File: config.mk
export PLATFORM = sky130hd
export DESIGN_NAME = tl_inflight_tracker
export DESIGN_NICKNAME = d
export VERILOG_FILES = /design/src/rtl/tl_inflight_tracker_pkg.sv /design/src/rtl/tl_inflight_tracker_beat.sv /design/src/rtl/tl_inflight_tracker.sv
export SDC_FILE = /design/constraint.sdc
export NUM_CORES = 1
export LEC_CHECK = 0
export ABC_AREA = 0
export ABC_CLOCK_PERIOD_IN_PS = 4150
export CAP_MARGIN = 20
export CORE_MARGIN = 10
export CORE_UTILIZATION = 45
export CTS_CLUSTER_DIAMETER = 100
export DETAILED_ROUTE_END_ITERATION = 16
export GPL_TIMING_DRIVEN = 1
export SKIP_CTS_REPAIR_TIMING = 1
export SYNTH_ARGS = -nofsm -noshare
export SYNTH_HDL_FRONTEND = slang
export SYNTH_SLANG_ARGS = --single-unit
File: constraint.sdc
create_clock -name clock -period 4.15 [get_ports clock]
set_clock_uncertainty 0.2 [all_clocks]
set_input_delay 0.6225 -clock clock [delete_from_list [all_inputs] [get_ports clock]]
set_output_delay 0.6225 -clock clock [all_outputs]
set_load 0.01 [all_outputs]
File: src/rtl/tl_inflight_tracker_pkg.sv
// Shared definitions for the TileLink in-flight tracker.
//   err_code_e   : error codes reported on err_code (lower value = higher priority)
//   opcode consts: A/D channel opcodes the tracker cares about
//   beats_m1()   : (beats - 1) for a transfer, from its data-bearing flag and size
package tl_inflight_tracker_pkg;

   typedef enum logic [2:0] {
      ERR_NONE     = 3'd0,
      ERR_A_DUP    = 3'd1,
      ERR_A_ALIGN  = 3'd2,
      ERR_A_CHANGE = 3'd3,
      ERR_D_UNEXP  = 3'd4,
      ERR_D_CHANGE = 3'd5
   } err_code_e;

   localparam logic [2:0] A_PUT_FULL        = 3'd0;
   localparam logic [2:0] A_PUT_PARTIAL     = 3'd1;
   localparam logic [2:0] A_GET             = 3'd4;
   localparam logic [2:0] D_ACCESS_ACK      = 3'd0;
   localparam logic [2:0] D_ACCESS_ACK_DATA = 3'd1;

   // Largest size is 2^15 bytes, so beats-1 always fits in 16 bits.
   localparam int CNT_W = 16;

   // Returns beats-1 so a single-beat transfer yields 0.
   function automatic logic [CNT_W-1:0] beats_m1(input logic       has_data,
                                                  input logic [3:0] size,
                                                  input int         beat_log2);
      logic [CNT_W-1:0] r;
      r = '0;
      if (has_data && (int'(size) > beat_log2))
         r = (CNT_W'(1) << (int'(size) - beat_log2)) - CNT_W'(1);
      return r;
   endfunction

endpackage

File: src/rtl/tl_inflight_tracker_beat.sv
// tl_beat_tracker: per-channel burst follower.
// Counts beats of the current message, latches the first-beat header and
// flags header changes on later beats.
//   clock, reset      : clock, synchronous active-high reset
//   fire_i            : a beat is transferred this cycle
//   has_data_i        : opcode carries data (multi-beat capable)
//   opcode_i..address_i : header of the current beat
//   first_o / last_o  : current beat is first / last of its message
//   change_o          : header differs from latched first-beat copy
//                       (meaningful only when first_o is 0)
module tl_beat_tracker
   import tl_inflight_tracker_pkg::*;
#(
   parameter int SOURCE_BITS = 2,
   parameter int ADDR_BITS   = 25,
   parameter int BEAT_LOG2   = 3,
   parameter bit CHECK_ADDR  = 1'b1
) (
   input  logic                   clock,
   input  logic                   reset,
   input  logic                   fire_i,
   input  logic                   has_data_i,
   input  logic [2:0]             opcode_i,
   input  logic [3:0]             size_i,
   input  logic [SOURCE_BITS-1:0] source_i,
   input  logic [ADDR_BITS-1:0]   address_i,
   output logic                   first_o,
   output logic                   last_o,
   output logic                   change_o
);

   logic [CNT_W-1:0]       cnt_q, cnt_d;
   logic [CNT_W-1:0]       tot_q, tot_d;
   logic [2:0]             op_q, op_d;
   logic [3:0]             size_q, size_d;
   logic [SOURCE_BITS-1:0] src_q, src_d;
   logic [ADDR_BITS-1:0]   addr_q, addr_d;
   logic [CNT_W-1:0]       beats_now;

   assign beats_now = beats_m1(has_data_i, size_i, BEAT_LOG2);
   assign first_o   = (cnt_q == '0);
   // Later beats end on the burst length latched at the first beat, so a
   // corrupted size on a later beat cannot stretch or cut the burst.
   assign last_o    = first_o ? (beats_now == '0) : (cnt_q == tot_q);
   assign change_o  = (opcode_i != op_q) || (size_i != size_q) ||
                      (source_i != src_q) ||
                      (CHECK_ADDR && (address_i != addr_q));

   always_comb begin
      cnt_d  = cnt_q;
      tot_d  = tot_q;
      op_d   = op_q;
      size_d = size_q;
      src_d  = src_q;
      addr_d = addr_q;
      if (fire_i) begin
         if (first_o) begin
            tot_d  = beats_now;
            op_d   = opcode_i;
            size_d = size_i;
            src_d  = source_i;
            addr_d = address_i;
         end
         cnt_d = last_o ? '0 : cnt_q + CNT_W'(1);
      end
   end

   always_ff @(posedge clock) begin
      if (reset) begin
         cnt_q  <= '0;
         tot_q  <= '0;
         op_q   <= '0;
         size_q <= '0;
         src_q  <= '0;
         addr_q <= '0;
      end else begin
         cnt_q  <= cnt_d;
         tot_q  <= tot_d;
         op_q   <= op_d;
         size_q <= size_d;
         src_q  <= src_d;
         addr_q <= addr_d;
      end
   end

endmodule

File: src/rtl/tl_inflight_tracker.sv
// tl_inflight_tracker: passive TileLink A/D channel monitor.
// Tracks which source IDs have an outstanding request and flags protocol
// errors (duplicate source, misaligned address, mid-burst header change,
// unexpected response, response header change).
//   clock, reset                    : clock, synchronous active-high reset
//   a_valid/a_ready/a_opcode/a_size/a_source/a_address : A channel (observed)
//   d_valid/d_ready/d_opcode/d_size/d_source           : D channel (observed)
//   inflight   : one bit per source with an outstanding request
//   err_valid  : sticky, first error seen since reset
//   err_code   : code of first error
//   err_source : source of first error
//   err_pulse  : one-cycle strobe for every cycle with an error
// All outputs are registered and update one cycle after the fire.
module tl_inflight_tracker
   import tl_inflight_tracker_pkg::*;
#(
   parameter int SOURCE_BITS = 2,
   parameter int ADDR_BITS   = 25,
   parameter int BEAT_LOG2   = 3
) (
   input  logic                      clock,
   input  logic                      reset,
   input  logic                      a_valid,
   input  logic                      a_ready,
   input  logic [2:0]                a_opcode,
   input  logic [3:0]                a_size,
   input  logic [SOURCE_BITS-1:0]    a_source,
   input  logic [ADDR_BITS-1:0]      a_address,
   input  logic                      d_valid,
   input  logic                      d_ready,
   input  logic [2:0]                d_opcode,
   input  logic [3:0]                d_size,
   input  logic [SOURCE_BITS-1:0]    d_source,
   output logic [(1<<SOURCE_BITS)-1:0] inflight,
   output logic                      err_valid,
   output logic [2:0]                err_code,
   output logic [SOURCE_BITS-1:0]    err_source,
   output logic                      err_pulse
);

   localparam int NSRC = 1 << SOURCE_BITS;

   logic a_fire, d_fire;
   logic a_has_data, d_has_data;
   logic a_first, a_last, a_change;
   logic d_first, d_last, d_change;
   logic d_clear, a_set;
   logic misalign;

   logic [NSRC-1:0]        inflight_q, inflight_d;
   logic                   err_valid_q, err_valid_d;
   logic [2:0]             err_code_q, err_code_d;
   logic [SOURCE_BITS-1:0] err_source_q, err_source_d;
   logic                   err_pulse_q, err_pulse_d;

   err_code_e              hit_code;
   logic [SOURCE_BITS-1:0] hit_src;

   assign a_fire     = a_valid & a_ready;
   assign d_fire     = d_valid & d_ready;
   assign a_has_data = (a_opcode == A_PUT_FULL) || (a_opcode == A_PUT_PARTIAL);
   assign d_has_data = (d_opcode == D_ACCESS_ACK_DATA);

   tl_beat_tracker #(
      .SOURCE_BITS (SOURCE_BITS),
      .ADDR_BITS   (ADDR_BITS),
      .BEAT_LOG2   (BEAT_LOG2),
      .CHECK_ADDR  (1'b1)
   ) u_a_beats (
      .clock      (clock),
      .reset      (reset),
      .fire_i     (a_fire),
      .has_data_i (a_has_data),
      .opcode_i   (a_opcode),
      .size_i     (a_size),
      .source_i   (a_source),
      .address_i  (a_address),
      .first_o    (a_first),
      .last_o     (a_last),
      .change_o   (a_change)
   );

   // D carries no address; the tracker sees a constant and skips the compare.
   tl_beat_tracker #(
      .SOURCE_BITS (SOURCE_BITS),
      .ADDR_BITS   (1),
      .BEAT_LOG2   (BEAT_LOG2),
      .CHECK_ADDR  (1'b0)
   ) u_d_beats (
      .clock      (clock),
      .reset      (reset),
      .fire_i     (d_fire),
      .has_data_i (d_has_data),
      .opcode_i   (d_opcode),
      .size_i     (d_size),
      .source_i   (d_source),
      .address_i  (1'b0),
      .first_o    (d_first),
      .last_o     (d_last),
      .change_o   (d_change)
   );

   assign d_clear = d_fire & d_last;
   assign a_set   = a_fire & a_first;

   // Any address bit below log2(size) set means misaligned; sizes wider
   // than the address simply check every bit.
   always_comb begin
      misalign = 1'b0;
      for (int i = 0; i < ADDR_BITS; i++)
         if (a_address[i] && (i < int'(a_size))) misalign = 1'b1;
   end

   // Priority chain: lowest error code wins.
   always_comb begin
      hit_code = ERR_NONE;
      hit_src  = '0;
      if (a_set && inflight_q[a_source] && !(d_clear && (d_source == a_source))) begin
         hit_code = ERR_A_DUP;
         hit_src  = a_source;
      end else if (a_set && misalign) begin
         hit_code = ERR_A_ALIGN;
         hit_src  = a_source;
      end else if (a_fire && !a_first && a_change) begin
         hit_code = ERR_A_CHANGE;
         hit_src  = a_source;
      end else if (d_fire && d_first && !inflight_q[d_source]) begin
         hit_code = ERR_D_UNEXP;
         hit_src  = d_source;
      end else if (d_fire && !d_first && d_change) begin
         hit_code = ERR_D_CHANGE;
         hit_src  = d_source;
      end
   end

   always_comb begin
      // Clear before set so a same-source retire/reissue leaves the bit at 1.
      inflight_d = inflight_q;
      if (d_clear) inflight_d[d_source] = 1'b0;
      if (a_set)   inflight_d[a_source] = 1'b1;

      err_pulse_d  = (hit_code != ERR_NONE);
      err_valid_d  = err_valid_q;
      err_code_d   = err_code_q;
      err_source_d = err_source_q;
      if (err_pulse_d && !err_valid_q) begin
         err_valid_d  = 1'b1;
         err_code_d   = hit_code;
         err_source_d = hit_src;
      end
   end

   always_ff @(posedge clock) begin
      if (reset) begin
         inflight_q   <= '0;
         err_valid_q  <= 1'b0;
         err_code_q   <= ERR_NONE;
         err_source_q <= '0;
         err_pulse_q  <= 1'b0;
      end else begin
         inflight_q   <= inflight_d;
         err_valid_q  <= err_valid_d;
         err_code_q   <= err_code_d;
         err_source_q <= err_source_d;
         err_pulse_q  <= err_pulse_d;
      end
   end

   assign inflight   = inflight_q;
   assign err_valid  = err_valid_q;
   assign err_code   = err_code_q;
   assign err_source = err_source_q;
   assign err_pulse  = err_pulse_q;

endmodule

* After elaboration in Yosys (flattened, before gate mapping)
Index checks and enable logic that the tools add are counted.
Cells by class: add/subtract/negate cells 6, magnitude comparators 21, eq/ne operators 12, shift operators 2, mux-type cells 41, bitwise logic cells 7, reductions and logical operators 49
Operators by type and width (count):
- 16-bit zero test | 4
- 16-bit 2-to-1 mux | 4
- 1-bit by 32-bit left shift with 16-bit output, first input constant | 2
- 16-bit by 1-bit adder with 16-bit output, second input constant | 2
- 16-bit equality test | 2
- 16-bit by 2-bit subtractor with 16-bit output, second input constant | 2
- 1-bit logical AND | 30
- 4-bit < comparator, first input constant | 7
- 25-bit != test | 1
- 1-bit 2-to-1 mux | 21
- 3-bit by 4-bit < comparator with 1-bit output, first input constant | 4
- 3-bit 2-to-1 mux | 5
- 2-bit 2-to-1 mux | 5
- 4-bit by 2-bit subtractor with 5-bit output, second input constant | 2
- 4-bit by 2-bit greater-than comparator with 1-bit output, second input constant | 2
- 1-bit by 4-bit < comparator with 1-bit output, first input constant | 2
- 2-bit by 4-bit < comparator with 1-bit output, first input constant | 2
- 4-bit 2-to-1 mux | 2
- 4-bit != test | 2
- 3-bit by 1-bit equality test with 1-bit output, second input constant | 2
- 1-bit logical OR | 6
- 2-bit by 3-bit < comparator with 1-bit output, second input constant | 2
- 3-bit != test | 2
- 1-bit zero test | 5
- other kinds (12) | 20
Storage, ports and cells: register bits after elaboration 118, output and inout bits 11, logic and storage cells 154

* Logic depth before layout (Yosys ltp)
Gate-level depths: netlist (run 1).
depth in word-level cells 22, depth in mapped cells 14, mapped depth without buffers 11

* Cells and area by module
From an unflattened synthesis (run 1), not the netlist that was laid out.
Second synthesis, totals: cells, all modules 912, area, all modules 7253.2 um2
By module, submodules not included:
- tl_beat_tracker at u_a_beats | times used 1, cells an instance 468, area each 3668.5 um2, seq. area each 1321.3 um2
- tl_beat_tracker at u_d_beats | times used 1, cells an instance 319, area each 2596.2 um2, seq. area each 820.8 um2
- tl_inflight_tracker | times used 1, cells an instance 125, area each 988.4 um2, seq. area each 220.2 um2

* Worst setup path after synthesis (run 1)
No wires, ideal clock.
kind input-to-reg, start point in a_size[1], end point reg u_a_beats.cnt_q[9], data arrival time 3.488 ns, slack 0.398 ns, cell stages on the path 14, path buffers 6, cells stage by stage clkbuf_1 -> buf_2 -> inv_1 -> ha_1 -> clkbuf_1 -> clkbuf_1 -> or3_1 -> ha_1 -> clkbuf_1 -> xor2_1 -> a211o_1 -> a31o_2 -> buf_2 -> nor2_1
On the way: cells in the longest elaborated chain, start to end 7
RTL lines:
- start, declared | line tl_inflight_tracker.sv:26 | input logic [3:0] a_size,
- 4-bit by 2-bit subtractor with 5-bit output | line tl_inflight_tracker_pkg.sv:32 | r = (CNT_W'(1) << (int'(size) - beat_log2)) - CNT_W'(1);
- 1-bit by 32-bit left shift with 16-bit output | line tl_inflight_tracker_pkg.sv:32
- 16-bit by 2-bit subtractor with 16-bit output | line tl_inflight_tracker_pkg.sv:32
- 16-bit 2-to-1 mux (*) | line tl_inflight_tracker_pkg.sv:31 | if (has_data && (int'(size) > beat_log2))
- 16-bit zero test (*) | line tl_inflight_tracker_beat.sv:44 | assign last_o = first_o ? (beats_now == '0) : (cnt_q == tot_q);
- 1-bit 2-to-1 mux (*) | line tl_inflight_tracker_beat.sv:44
- 16-bit 2-to-1 mux (*) | line tl_inflight_tracker_beat.sv:64 | cnt_d = last_o ? '0 : cnt_q + CNT_W'(1);
- end signal, assigned | line tl_inflight_tracker_beat.sv:77 | cnt_q <= cnt_d;
- end, declared | line tl_inflight_tracker_beat.sv:32 | logic [CNT_W-1:0] cnt_q, cnt_d;
Mark *: on every way between the ends. The rest lies on a longest branch, timed or not. A chain may end at the register's enable or synchronous reset.

* Worst setup path in the final report (run 1)
start point in a_size[1], end point reg u_a_beats.cnt_q[5]
The elaborated chain is that of the path after synthesis.

==> metrics.md, run 1 <==
| Metric | Value |
|---|---|
| Post-synth ARST share | 0% |
| Maximum clock rate | 296 MHz |
| Slew Limit Fails | 0 |
| Slew HR | 42.4% |
| # Max-Cap Violations | 0 |
| Mapped Cells | 915 |
| Gpl congestion | 0.877 |
| Mapped Area | 0.00713 mm^2 |
| Area Growth Syn to Fin | 19.4% |
| PD cells | 385 mW/mm^2 |
| Die extent in x | 146 um |
| Post-synthesis sequential area ratio | 33.1% |
| Worst setup path category | in -> reg |
| Fill count | 1513 |
| Status | completed |
| Layout cell share with drive strength beyond 1 | 9.04% |
| IO Count | 60 |
| Tmin final | 3380 ps |
| Hold Crit Start | u_a_beats.addr_q[18]$_SDFFE_PP0P_ |
| Avg Cell Area, Syn | 7.79 um^2 |
| Worst setup SP type | input pin |
| Multi-input gate area | 0.00442 mm^2 |
| Vias per std cell | 5.33 |
| IO Port Bufs | 59 |
| Worst-Skew Late Latency | 420 ps |
| Final Hold Fails | 0 |
| Final WS setup | 770 ps |
| Most common cell after layout, fill and taps aside | nand2_1 |
| Max incr delay on CP | 430 ps |
| Post-Place Worst Slack | 354 ps |
| CP Capture Type | flip-flop |
| CTS root buf | clkbuf_16 |
| Antenna viol nets, final | 0 |
| Mapped Nets | 974 |
| Vias in the first global route | 6063 |
| Ys Warns | 0 |
| Placed wire-length estimate | 13.5 mm |
| Setup-violating endpoint count in the final report | 0 |
| Max FO, Critical Path | 17 |
| Clock transition at path regs | 60 ps |
| Layout Nets | 1019 |
| WL/cell | 15.9 um |
| CTS H-tree depth | 4 |
| CTS tree | done |
| TritonCTS Buffers | 17 |
| Worst hold path type | reg -> reg |
| Tcrit/Tclk final | 81.4% |
| Slew @ Worst Pin | 864 ps |
| Cells along the critical path | clkdlybuf4s50_1, buf_4, and2_1, nor3_1, nor2_1, or3_1, ha_1, inv_1, nor2_1, a211o_1, a31o_2, nor2_1 |
| EDFF count, synth | 0 |
| Pre-Repair DR Iteration Count | 5 |
| Via count | 6307 |
| # DRC | 0 |
| Largest net degree at the start of global routing | 81 |
| First-pass GRT wire length | 31.0 mm |
| CTS max path bufs | 2 |
| Initial antenna violation count | 0 |
| Site Rows | 45 |
| Final setup TNS | 0 ps |
| Reg2Reg Launch Point | u_a_beats.cnt_q[0]$_SDFFE_PP0P_ |
| Die H | 146 um |
| Max IR drop VDD | 361 uV |
| Antenna Cells | 0 |
| LEAKAGE | 0.00317 uW |
| Initial Util | 46.4% |
| Fin util | 55.4% |
| Die ar. | 0.0213 mm^2 |
| Reg2reg path depth | 9 |
| Most frequent cells in the layout | nand2_1 (156), dfxtp_1 (118), nor2_1 (89) |
| Starting DRT DRC Count | 353 |
| Synth Flop Type | dfxtp_1 |
| Arr. time, crit path | 3530 ps |
| WHS Endpoint | u_a_beats.addr_q[18]$_SDFFE_PP0P_ |
| Post-Route WL | 18.9 mm |
| Cell repeated most along the worst path | nor2_1 |
| Synth unique cells | 86 |
| Reg2reg end | err_source[1]$_SDFFE_PP0P_ |
| CP required | 4300 ps |
| FF-to-FF setup slack | 1040 ps |
| Core area | 0.0154 mm^2 |
| Synth Register Bits | 118 |
| Total GRT Usage | 17.4% |
| Sinks on Clock Net | 118 |
| Hold Path Cell Cnt | 2 |
| Slowest CP cell | clkdlybuf4s50_1 |
| Gr ovfl total | 0 |
| Sequential Area | 0.00236 mm^2 |
| RSZ-0062 raised after global routing | false |
-- synth_stat cells (7+ instances only) --
library cell | number | area [um^2]
and2_1 | 7 | 43.8
a22oi_1 | 7 | 52.6
xor2_1 | 57 | 499
o211ai_1 | 9 | 67.6
nor4_1 | 15 | 93.8
nor3_1 | 23 | 115
xnor2_1 | 65 | 569
mux2i_1 | 7 | 70.1
clkbuf_1 | 39 | 146
a21oi_1 | 73 | 365
ha_1 | 10 | 125
nor2_1 | 90 | 338
buf_2 | 7 | 35.0
o21a_1 | 7 | 52.6
dfxtp_1 | 118 | 2360
nand2b_1 | 9 | 56.3
nand4_1 | 22 | 138
nand2_1 | 156 | 586
inv_1 | 16 | 60.1
nand3_1 | 31 | 155
o21ai_0 | 23 | 115
-- worst max-delay path: cells and delay by family --
kind	cells	cell delay (ps)
compound gates	2	680
simple gates	6	1220
buf+inv	3	700
fa+ha+maj	1	320
-- stage by stage --
stage / instances / total power (uW) / instance area, um^2 / hold WS [ps]
final: 1184 / 3270 / 8510 / 266
after global routing: 1184 / 3400 / 8510 / 281
after CTS: 1184 / 3300 / 8510 / 268
after detailed placement: 1152 / 1720 / 7890 / 259
after global placement: 1152 / 1720 / 7890 / 254
after floorplan: 915 / 1550 / 7130 / 243
-- cell families after synthesis --
family	after synthesis	share of synthesized area (%)
AO/OA/AOI/OAI	179	16.6
multiplexers	13	2.28
XOR/XNOR	122	15.0
AND/OR/NAND/NOR	396	26.1
buffers and inverters	76	5.04
flip-flops	118	33.1
adder cells (fa/ha/maj)	11	1.90
-- per-layer routing --
layer	vias up	track usage, %	wire length, um
met2	123	29.5	9350
met3	17	3.66	767
met1	2911	21.8	8570
met4	0	4.70	189
li1	3256	-	-
met5	-	0	0
-- power by group --
group          leakage, uW  internal (uW)  switching [uW]
Combinational      0.00191            222             274
Clock             0.000300           1010             571
Sequential        0.000958           1170            29.2
-- final cells by class --
type | instances | area share, %
Tap cell | 211 | 3.10
Sequential cell | 118 | 27.7
Inverter | 17 | 0.749
Clock buffer | 17 | 5.00
Clock inverter | 15 | 2.37
Multi-Input combinational cell | 721 | 51.9
Timing Repair Buffer | 85 | 9.17
-- flip-flops by register name, summed over array words and instances (netlist names) --
| name | cells |
|---|---|
| err_pulse | 1 |
| err_code | 3 |
| u_a_beats.cnt_q | 16 |
| u_a_beats.op_q | 3 |
| u_d_beats.op_q | 3 |
| u_a_beats.addr_q | 25 |
| err_valid | 1 |
| u_d_beats.tot_q | 16 |
| u_a_beats.tot_q | 16 |
| u_d_beats.size_q | 4 |
| u_d_beats.cnt_q | 16 |
| u_a_beats.src_q | 2 |
| inflight | 4 |
| u_d_beats.src_q | 2 |
| err_source | 2 |
| u_a_beats.size_q | 4 |
-- worst max path at each step --
stage,startpoint,end,slack (ps),cells after the start
after global routing,a_size[1],u_a_beats.cnt_q[13]$_SDFFE_PP0P_,590,12
after floorplan,a_size[1],u_a_beats.cnt_q[9]$_SDFFE_PP0P_,400,14
after global placement,d_size[0],err_source[1]$_SDFFE_PP0P_,420,11
after detailed placement,d_size[0],u_d_beats.cnt_q[7]$_SDFFE_PP0P_,350,11
final,a_size[1],u_a_beats.cnt_q[5]$_SDFFE_PP0P_,770,12
after CTS,d_size[0],u_d_beats.cnt_q[12]$_SDFFE_PP0P_,760,11
Note: power is estimated with default switching activity, not from simulation.
==> inputs of run 2 (changes only) <==
- ABC_CLOCK_PERIOD_IN_PS: 4150 -> 3300
- clock period: 4.15 -> 3.3 ns (I/O delays scaled with it)
==> run 2 against run 1 <==
Die area unchanged. Sequential cell count unchanged. Register-to-register slack got worse by 540 ps. Critical path depth decreased by 1. Count of clock-buffer cells in the layout increased by 2. Global-route usage increased by 0.59 points. First-iteration DRC count decreased by 12%. Non-clock buffer count increased by 67. Via count increased by 4.3%. Combinational power increased by 41%. Worst hold slack got worse by 2.6 ps. Clock power increased by 23%. Largest cell class unchanged.
==> metrics.md, run 2 (synthesis gave the netlist of run 1 again) <==
| Metric | Value |
|---|---|
| Sinks on Clock Net | 118 |
| CP required | 3430 ps |
| Site Rows | 45 |
| CTS H-tree depth | 4 |
| Sequential Area | 0.00236 mm^2 |
| Total GRT Usage | 18.0% |
| Final WS setup | 200 ps |
| Via count | 6577 |
| Gpl congestion | 0.880 |
| Core area | 0.0154 mm^2 |
| WL/cell | 15.1 um |
| Largest net degree at the start of global routing | 62 |
| Worst hold path type | reg -> reg |
| Fill count | 1442 |
| Final setup TNS | 0 ps |
| Most common cell after layout, fill and taps aside | nand2_1 |
| Post-Place Worst Slack | -353 ps |
| Pre-Repair DR Iteration Count | 5 |
| Starting DRT DRC Count | 310 |
| Largest register by flop count | u_a_beats.addr_q |
| Initial antenna violation count | 0 |
| Vias per std cell | 5.26 |
| Tcrit/Tclk final | 93.9% |
| Antenna Cells | 0 |
| Slew HR | 55.8% |
| # Max-Cap Violations | 0 |
| PD cells | 458 mW/mm^2 |
| # DRC | 0 |
| Multi-input gate area | 0.00445 mm^2 |
| RSZ-0062 raised after global routing | false |
| Max FO, Critical Path | 12 |
| FF-to-FF setup slack | 500 ps |
| Post-Route WL | 18.9 mm |
| Tmin final | 3100 ps |
| CTS tree | done |
| Antenna viol nets, final | 0 |
| Slew @ Worst Pin | 663 ps |
| Worst setup SP type | input pin |
| Slew Limit Fails | 0 |
| Placed wire-length estimate | 14.2 mm |
| Max IR drop VDD | 379 uV |
| CTS max path bufs | 2 |
| Most frequent cells in the layout | nand2_1 (156), dfxtp_1 (118), buf_4 (92) |
| Gr ovfl total | 0 |
| Layout cell share with drive strength beyond 1 | 15.2% |
| Final Hold Fails | 0 |
| LEAKAGE | 0.00351 uW |
| IO Port Bufs | 59 |
| IO Count | 60 |
| First-pass GRT wire length | 32.2 mm |
| CP Capture Type | flip-flop |
| Arr. time, crit path | 3230 ps |
| Maximum clock rate | 323 MHz |
| Die ar. | 0.0213 mm^2 |
| Worst-Skew Late Latency | 420 ps |
| Clock transition at path regs | 50 ps |
| Max reg flops | 25 |
| Status | completed |
| Initial Util | 46.4% |
| Layout Nets | 1086 |
| CTS root buf | clkbuf_16 |
| Die H | 146 um |
| Die extent in x | 146 um |
| Vias in the first global route | 6376 |
| Worst setup path category | in -> reg |
| TritonCTS Buffers | 17 |
| Area Growth Syn to Fin | 27.0% |
| Setup-violating endpoint count in the final report | 0 |
| Final total power | 4150 uW |
==> run 2: changes by cell type in the layout (fill, tap and decap cells not counted), moves of 2 or more <==
cell,previous run,this run
clkinv_2,3,1
inv_6,3,1
buf_4,26,92
clkinv_4,2,4
clkbuf_8,0,2
==> run 2: routing by layer <==
metal  track usage (%)  wire, um  vias up
li1                  -         -     3391
met1              24.4      9260     3045
met3              3.94       728       28
met4              6.62       341        0
met2              27.3      8620      113
met5                 0         0        -
==> run 2: area by class of cell <==
| class | instances | area share, % |
|---|---|---|
| tap | 211 | 2.91 |
| clock buffer | 19 | 5.00 |
| sequential | 118 | 26.1 |
| multi-input combinational | 721 | 49.1 |
| timing repair buffer | 152 | 14.3 |
| clock inverter | 13 | 1.91 |
| inverter | 17 | 0.705 |
==> run 2: worst paths after layout <==
kind | from | end | cells past startpoint
max reg2reg | u_a_beats.cnt_q[0]$_SDFFE_PP0P_ | err_source[1]$_SDFFE_PP0P_ | 9
max | d_size[0] | u_d_beats.tot_q[15]$_SDFFE_PP0P_ | 11
min | u_d_beats.tot_q[9]$_SDFFE_PP0P_ | u_d_beats.tot_q[9]$_SDFFE_PP0P_ | 2
min reg2reg | u_d_beats.tot_q[9]$_SDFFE_PP0P_ | u_d_beats.tot_q[9]$_SDFFE_PP0P_ | 2
==> run 2: power by group <==
part	internal (uW)	leakage [uW]	switching, uW
combinational	339	0.00225	363
clock	1240	0.000298	708
sequential	1470	0.000958	35.8
total	3050	0.00351	1110
==> run 2: metrics by stage <==
step | instance area [um^2] | hold slack [ps] | util, % | std cells
final | 9060 | 263 | 58.9 | 1251
after global routing | 9060 | 284 | 58.9 | 1251
after CTS | 9050 | 264 | 58.9 | 1251
after detailed placement | 8420 | 256 | 54.8 | 1219
after global placement | 8420 | 254 | 54.8 | 1219
after floorplan | 7180 | 243 | - | 915
==> run 2: critical path, cell delays in order <==
cell and delay, ps:
clkdlybuf4s50_1 420, ha_1 240, buf_4 190, or2b_2 180, buf_4 110, o31ai_1 100, a222oi_1 470, and3b_2 280
or3b_4 400, o22a_1 190, o31ai_2 170
==> inputs of run 3 (changes only) <==
- ABC_CLOCK_PERIOD_IN_PS: 3300 -> 3700
- clock period: 3.3 -> 3.7 ns (I/O delays scaled with it)
==> run 3 against run 2 <==
Combinational power decreased by 17%. Largest power group unchanged. First-iteration DRC count decreased by 9.7%. Sequential power decreased by 11%. Critical path type unchanged. Critical path depth decreased by 1. Critical endpoint is now err_valid$_SDFFE_PP0P_. Routed wire length decreased by 0.88%. Via count decreased by 2.5%. Setup slack improved by 170 ps. Worst hold slack improved by 0.66 ps. Largest cell class unchanged. Non-clock buffer count decreased by 41. Sequential share of layout area increased by 1.0 points. Total power decreased by 12%. Cell area decreased by 3.9%.
==> metrics.md, run 3 (synthesis gave the netlist of run 1 again) <==
| Metric | Value |
|---|---|
| Status | completed |
| PD cells | 421 mW/mm^2 |
| Gpl congestion | 0.897 |
| CTS root buf | clkbuf_16 |
| Non-Filler Instances | 1211 |
| Initial antenna violation count | 1 |
| Slew Limit Fails | 0 |
| Slew HR | 54.3% |
| Maximum clock rate | 300 MHz |
| Worst-Skew Late Latency | 410 ps |
| Area Growth Syn to Fin | 22.1% |
| Max incr delay on CP | 430 ps |
| Hold Path Cell Cnt | 2 |
| Worst setup SP type | input pin |
| Max reg flops | 25 |
| Post-Route WL | 18.8 mm |
| Largest register by flop count | u_a_beats.addr_q |
| Layout Nets | 1045 |
| Placed wire-length estimate | 13.9 mm |
| Sinks on Clock Net | 118 |
| Site Rows | 45 |
| Core area | 0.0154 mm^2 |
| Final Hold Fails | 0 |
| Initial Util | 46.4% |
| Clock transition at path regs | 60 ps |
| Starting DRT DRC Count | 280 |
| CTS max path bufs | 2 |
| Slew @ Worst Pin | 684 ps |
| Max IR drop VDD | 403 uV |
| Die ar. | 0.0213 mm^2 |
| Hold Crit Start | u_a_beats.addr_q[0]$_SDFFE_PP0P_ |
| Reg2reg end | err_source[0]$_SDFFE_PP0P_ |
| WHS Endpoint | u_a_beats.addr_q[0]$_SDFFE_PP0P_ |
| Fill count | 1466 |
| LEAKAGE | 0.00330 uW |
| Crit path from | a_size[0] |
| Reg2reg path depth | 10 |
| # DRC | 0 |
| Vias in the first global route | 6237 |
| Total GRT Usage | 17.7% |
| Final setup TNS | 0 ps |
| IO Count | 60 |
| Final total power | 3670 uW |
| Die extent in x | 146 um |
| Vias per std cell | 5.30 |
| RSZ-0062 raised after global routing | false |
| Reg2Reg Launch Point | u_a_beats.cnt_q[0]$_SDFFE_PP0P_ |
| CTS H-tree depth | 4 |
| Cells along the critical path | clkdlybuf4s50_1, ha_1, buf_4, or2_1, a21o_1, o41ai_1, a41oi_1, or2_1, o21bai_4, o31a_2 |
| Gr ovfl total | 0 |
| Via count | 6415 |
| CTS tree | done |
| Worst hold path type | reg -> reg |
| Cell repeated most along the worst path | or2_1 |
| Arr. time, crit path | 3430 ps |
| Tcrit/Tclk final | 90.1% |
| WL/cell | 15.5 um |
| Tmin final | 3330 ps |
| Layout cell share with drive strength beyond 1 | 11.2% |
| Max FO, Critical Path | 15 |
| CP Capture Type | flip-flop |
| IO Port Bufs | 59 |
| FF-to-FF setup slack | 650 ps |
| Most frequent cells in the layout | nand2_1 (156), dfxtp_1 (118), nor2_1 (89) |
| CP required | 3800 ps |
| Worst setup path category | in -> reg |
| Pre-Repair DR Iteration Count | 4 |
| Setup-violating endpoint count in the final report | 0 |
| Placed cells | 1178 |
| First-pass GRT wire length | 31.4 mm |
| Most common cell after layout, fill and taps aside | nand2_1 |
| Antenna viol nets, final | 0 |
| # Max-Cap Violations | 0 |
| Largest net degree at the start of global routing | 60 |
| TritonCTS Buffers | 17 |
| Die H | 146 um |
| Slowest CP cell | clkdlybuf4s50_1 |
[run 3: layout make-up]
| type | instances | area (um^2) | share of cell area, % |
|---|---|---|---|
| multi-input cells | 721 | 4420 | 50.7 |
| well taps | 211 | 264 | 3.03 |
| flip-flops and latches | 118 | 2360 | 27.1 |
| clock inverters | 12 | 176 | 2.03 |
| repair buffers | 111 | 976 | 11.2 |
| clock buffers | 20 | 447 | 5.13 |
| inverters | 17 | 63.8 | 0.733 |
| diodes | 1 | 2.50 | 0.0287 |
[run 3: power breakdown]
part	total, uW	internal [uW]	switching (uW)
combinational	580	268	312
sequential	1340	1310	32.5
clock	1740	1140	597
[run 3: worst max-delay path: cells and delay by family]
kind	cells	cell delay, ps
AND/OR/NAND/NOR	2	630
AO/OA/AOI/OAI	5	1350
buffers and inverters	2	630
adder cells (fa/ha/maj)	1	260
[run 3: worst max-delay path by stage]
stage,endpoint,cells past startpoint,slack (ps)
after floorplan,u_a_beats.cnt_q[9]$_SDFFE_PP0P_,14,20
after global placement,err_valid$_SDFFE_PP0P_,10,40
after detailed placement,err_source[0]$_SDFFE_PP0P_,11,6
after CTS,err_valid$_SDFFE_PP0P_,10,390
after global routing,err_source[0]$_SDFFE_PP0P_,11,190
final,err_valid$_SDFFE_PP0P_,10,370
[run 3: stage by stage]
stage | util (%) | hold WS [ps] | setup WS [ps] | instance area [um^2]
final | 56.7 | 264 | 368 | 8710
after global routing | 56.7 | 280 | 189 | 8710
after CTS | 56.6 | 267 | 391 | 8710
after detailed placement | 52.6 | 259 | 6.29 | 8080
after global placement | 52.6 | 254 | 42.9 | 8080
after floorplan | - | 243 | 15.1 | 7130
[run 3: routing by layer]
metal | track usage, % | vias up | wire, um
li1 | - | 3311 | -
met1 | 22.0 | 2982 | 8700
met2 | 29.8 | 105 | 9250
met3 | 3.88 | 17 | 600
met4 | 5.06 | 0 | 221
met5 | 0 | - | 0
